<file path="src/rtl/pong_game_ctrl.sv">
// pong_game_ctrl: game-sequencing FSM for the two-player pong display.
//    Freezes the ball between rallies (gra_still), keeps both scores from the
//    datapath point pulses, runs a frame-counted serve/game-over delay and
//    declares the winner. All outputs are registers or state decodes; there
//    is no input-to-output combinational path.
// Ports:
//    clk, reset          : clock, synchronous active-high reset
//    refresh_tick        : one-cycle pulse per frame (timer decrement strobe)
//    start               : debounced start level, edge-detected internally
//    pts_1, pts_2        : point levels from the datapath, sampled only in PLAY
//    gra_still           : freeze/recentre ball (high in every state but PLAY)
//    score1, score2      : 4-bit binary scores
//    game_over, winner   : high in OVER; 00 none / 01 player 1 / 10 player 2
//    state_o             : raw state encoding for the text overlay
// Build option: define PONG_MANUAL_SERVE_EN to require a start press to leave
//    NEWBALL after the countdown; otherwise NEWBALL leaves on its own.
module pong_game_ctrl #(
   parameter int WIN_SCORE   = 7,
   parameter int TIMER_TICKS = 120,
   parameter int TMR_W       = 7
) (
   input  logic       clk,
   input  logic       reset,
   input  logic       refresh_tick,
   input  logic       start,
   input  logic       pts_1,
   input  logic       pts_2,
   output logic       gra_still,
   output logic [3:0] score1,
   output logic [3:0] score2,
   output logic       game_over,
   output logic [1:0] winner,
   output logic [1:0] state_o
);

   localparam logic [1:0] S_NEWGAME = 2'b00;
   localparam logic [1:0] S_PLAY    = 2'b01;
   localparam logic [1:0] S_NEWBALL = 2'b10;
   localparam logic [1:0] S_OVER    = 2'b11;

   localparam logic [3:0]       WIN4     = 4'(WIN_SCORE);
   localparam logic [TMR_W-1:0] TMR_LOAD = TMR_W'(TIMER_TICKS);
   localparam logic [TMR_W-1:0] TMR_ONE  = TMR_W'(1);
   localparam logic [TMR_W-1:0] TMR_ZERO = '0;

   logic [1:0]       r_state;
   logic [1:0]       w_state_nxt;
   logic [TMR_W-1:0] r_timer;
   logic             r_start_d;
   logic [3:0]       r_score1;
   logic [3:0]       r_score2;
   logic [3:0]       w_score1_nxt;
   logic [3:0]       w_score2_nxt;
   logic [3:0]       w_score1_inc;
   logic [3:0]       w_score2_inc;
   logic [1:0]       r_winner;
   logic [1:0]       w_winner_nxt;
   logic             w_start_rise;
   logic             w_timer_done;
   logic             w_timer_load;

   assign w_start_rise = start & ~r_start_d;
   assign w_timer_done = (r_timer == TMR_ZERO);
   assign w_score1_inc = r_score1 + 4'd1;
   assign w_score2_inc = r_score2 + 4'd1;

   // Leaving PLAY is the only way into NEWBALL or OVER, so that exit is the
   // timer load point. Leaving PLAY also masks the rest of a held pts level.
   assign w_timer_load = (r_state == S_PLAY) && (w_state_nxt != S_PLAY);

   always_comb begin
      w_state_nxt  = r_state;
      w_score1_nxt = r_score1;
      w_score2_nxt = r_score2;
      w_winner_nxt = r_winner;
      case (r_state)
         S_NEWGAME: begin
            if (w_start_rise) begin
               w_state_nxt  = S_PLAY;
               w_score1_nxt = 4'd0;
               w_score2_nxt = 4'd0;
               w_winner_nxt = 2'b00;
            end
         end
         S_PLAY: begin
            if (pts_1 && pts_2) begin
               // Simultaneous points: replay the rally without scoring.
               w_state_nxt = S_NEWBALL;
            end else if (pts_1) begin
               w_score1_nxt = w_score1_inc;
               if (w_score1_inc == WIN4) begin
                  w_state_nxt  = S_OVER;
                  w_winner_nxt = 2'b01;
               end else begin
                  w_state_nxt = S_NEWBALL;
               end
            end else if (pts_2) begin
               w_score2_nxt = w_score2_inc;
               if (w_score2_inc == WIN4) begin
                  w_state_nxt  = S_OVER;
                  w_winner_nxt = 2'b10;
               end else begin
                  w_state_nxt = S_NEWBALL;
               end
            end
         end
         S_NEWBALL: begin
`ifdef PONG_MANUAL_SERVE_EN
            if (w_timer_done && w_start_rise) w_state_nxt = S_PLAY;
`else
            if (w_timer_done) w_state_nxt = S_PLAY;
`endif
         end
         default: begin
            // OVER: an early start press is simply lost, never queued.
            if (w_timer_done && w_start_rise) w_state_nxt = S_NEWGAME;
         end
      endcase
   end

   always_ff @(posedge clk) begin
      if (reset) begin
         r_state   <= S_NEWGAME;
         r_timer   <= TMR_ZERO;
         r_start_d <= 1'b0;
         r_score1  <= 4'd0;
         r_score2  <= 4'd0;
         r_winner  <= 2'b00;
      end else begin
         r_state   <= w_state_nxt;
         r_start_d <= start;
         r_score1  <= w_score1_nxt;
         r_score2  <= w_score2_nxt;
         r_winner  <= w_winner_nxt;
         if (w_timer_load) begin
            r_timer <= TMR_LOAD;
         end else if (refresh_tick && !w_timer_done) begin
            r_timer <= r_timer - TMR_ONE;
         end
      end
   end

   assign gra_still = (r_state != S_PLAY);
   assign game_over = (r_state == S_OVER);
   assign score1    = r_score1;
   assign score2    = r_score2;
   assign winner    = r_winner;
   assign state_o   = r_state;

endmodule

</file>
<file path="config.mk">
export PLATFORM = sky130hd
export DESIGN_NAME = pong_game_ctrl
export DESIGN_NICKNAME = d
export VERILOG_FILES = /design/src/rtl/pong_game_ctrl.sv
export SDC_FILE = /design/constraint.sdc
export NUM_CORES = 1
export LEC_CHECK = 0
export ABC_AREA = 1
export BUFFER_PORTS_ARGS = -buffer_cell sky130_fd_sc_hd__buf_2
export CORE_UTILIZATION = 49
export CTS_CLUSTER_DIAMETER = 80
export CTS_CLUSTER_SIZE = 28
export DETAILED_ROUTE_END_ITERATION = 7
export GPL_TIMING_DRIVEN = 0
export PLACE_DENSITY = 0.74
export SLEW_MARGIN = 20
export SYNTH_ARGS = -nofsm -noshare
export SYNTH_HDL_FRONTEND = slang
export SYNTH_SLANG_ARGS = --single-unit
</file>
<file path="constraint.sdc">
create_clock -name clk -period 1.45 [get_ports clk]
set_clock_uncertainty 0.05 [all_clocks]
set_input_delay 0.0725 -clock clk [delete_from_list [all_inputs] [get_ports clk]]
set_output_delay 0.0725 -clock clk [all_outputs]
set_load 0.1 [all_outputs]
</file>
==> flow_summary.json <==
{
  "status": "complete, no violations",
  "row_count": 17,
  "crit_fanout": 6,
  "io_buffer_count": 19,
  "period_minus_slack_ps": 1441,
  "crit_path_end_kind": "register",
  "startpoint": "r_timer[0]$_SDFFE_PP0P_",
  "final_area_mm2": 0.001635,
  "cp.arrival_ps": 1650,
  "grt_pass1_wl_um": 4657,
  "die_w_um": 51.46,
  "placed_cells": 231,
  "drv_cap": 0,
  "p_leak_nw": 0.7393,
  "setup_violations": 0,
  "io_pins": 20,
  "grt_max_degree": 13,
  "antenna_cells": 0,
  "critical_path_class": "reg2reg",
  "r2r-start": "r_timer[0]$_SDFFE_PP0P_",
  "grt_overflow": 0,
  "ant_nets": 0,
  "first_global_vias": 1180,
  "die_y_um": 51.46,
  "routedWlPerCell_um": 11.67,
  "syn_avg_cell_area_um2": 6.514,
  "core_area_mm2": 0.002255,
  "cp.required_ps": 1660,
  "cts_tree": "built",
  "post_dp_cell_area_mm2": 0.001395,
  "mostFrequentLayoutCells": "33 x nand2_1, 24 x inv_1, 18 x nor2_1",
  "cts.path.max_buffers": 2,
  "cts_max_level": 1,
  "nFillCells": 194,
  "drive_gt1_share_pct": 37.16,
  "drtPass1Iterations": 4,
  "dp_slack_ps": -110.9,
  "whs_path_depth": 4,
  "post-route-drc-count": 0,
  "min_path_type": "in2reg",
  "synth_cell_types": 22,
  "fin_cells": 246,
  "clk_pin_slew_ps": 120,
  "whs_ps": 81.89,
  "syn-num-nets": 195,
  "synth_seq_area_share_pct": 33.40,
  "netlist_area_mm2": 0.001199,
  "hpwl_um": 1977,
  "cts_made_buffers": 3,
  "r2r_cells": 8,
  "synth_cells": 184,
  "hold_start": "pts_1",
  "cts_root_buf": "clkbuf_4",
  "tightestPinTransition_ps": 554.8,
  "drt-initial-drc-count": 9,
  "max_freq_ghz": 0.6937,
  "postRouteWirelength_um": 2870,
  "ys_ff_latch": 20,
  "routabilityCongestion": 0.7843,
  "antenna_found_initial": 0,
  "final_util_pct": 72.53,
  "fin_nets": 230,
  "drv_slew": 0,
  "worst_slack_ps": 8.525,
  "syn_to_final_growth_pct": 36.43,
  "die_area_mm2": 0.002648,
  "rsz0062_at_grt": "true",
  "initial_utilization_pct": 53.16,
  "final_common_cell": "nand2_1",
  "maxSlewHeadroom_pct": 63.02,
  "vias": 1246,
  "vias_per_cell": 5.065,
  "ir_drop_mv": 1.366,
  "hold_viol": 0,
  "clk_latency_ps": 320,
  "cts.sinks": 20,
  "cp-start-kind": "register",
  "yosys_warnings": 0,
  "powerDensity_mw_per_mm2": 1824,
  "gr-usage-all-layers_pct": 23.61,
  "fin_crit_sh_pct": 99.41,
  "multi_input_area_um2": 793.3,
  "seq_area_um2": 432.9
}
==> cell type report <==
class | instances | share of cell area (%)
sequential | 20 | 26.47
buffer | 1 | 0.2295
tap | 28 | 2.142
clock buffer | 4 | 2.907
timing repair buffer | 30 | 11.63
multi-input combinational | 130 | 48.51
inverter | 33 | 8.110
==> cell usage after synthesis, drive strengths merged <==
master | instances | area share, %
xor2 | 2 | 1.5
clkbuf | 1 | 0.31
nand2 | 45 | 16
inv | 33 | 10
o21ai | 13 | 5.4
ha | 5 | 5.2
o211ai | 1 | 0.63
a31oi | 2 | 1.0
nand4 | 4 | 2.1
or2 | 2 | 1.0
nor3 | 2 | 0.84
a21oi | 17 | 7.4
nand3 | 9 | 3.8
nor2 | 28 | 11
dfxtp | 20 | 33
==> routing by layer <==
layer  up-vias  global-route usage [%]  routed length [um]
li1        654                       -                   -
met1       571                   26.27                1267
met2        16                   43.94                1488
met3         5                   3.571                  64
met4         0                   9.459                  48
met5         -                       0                   0
==> state kept, by name (all words and copies together), names as in the netlist <==
name / flops
r_timer: 7
score2: 4
state_o: 2
score1: 4
winner: 2
r_start_d: 1
==> critical path, cell delays in order (launching register included) <==
cell,delay (ps)
dfxtp_2,380
inv_4,60
ha_4,170
nand3_4,90
nor2_4,50
nor2_4,170
inv_2,80
or2_1,220
a21oi_1,110
==> power breakdown <==
part / internal (mW) / leakage [nW] / total (mW) / switching [mW]
registers: 0.692 / 0.171 / 0.836 / 0.145
logic: 0.586 / 0.542 / 1.74 / 1.16
clock network: 0.211 / 0.0261 / 0.405 / 0.194
==> logic make-up (layout without fill, tap and decap cells) <==
logic type	after synthesis	in the layout	synth area share, %
buffers and inverters	34	68	10.65
AOI/OAI and AO/OA	33	33	14.51
DFF	20	20	33.40
xor gates and xnor gates	2	2	1.462
and+or+nand+nor	90	90	34.76
adders and majority gates	5	5	5.219
==> worst paths after layout <==
check | endpoint | slack [ps]
setup / recovery | r_timer[1]$_SDFFE_PP0P_ | 9
hold / removal | winner[1]$_SDFFE_PP0P_ | 80
setup reg to reg | r_timer[1]$_SDFFE_PP0P_ | 9
hold reg to reg | score2[0]$_SDFFE_PP0P_ | 430
==> metrics by stage <==
step | total power, mW | setup TNS, ps
after global routing | 3.191 | -325.8
after floorplan | 1.994 | -795.0
after detailed placement | 2.222 | -420.2
after CTS | 2.806 | 0
after global placement | 2.178 | -253.1
final | 2.982 | 0
==> what timing repair did <==
action                                  in CTS  in global routing
gates resized for setup                     11                 26
endpoints found under the setup margin       8                 17
hold endpoints to repair                     2                  0
hold buffers                                 2                  0
pin swaps                                    4                 12
buffers inserted                             4                  6
Power figures use the tool's default switching activity.
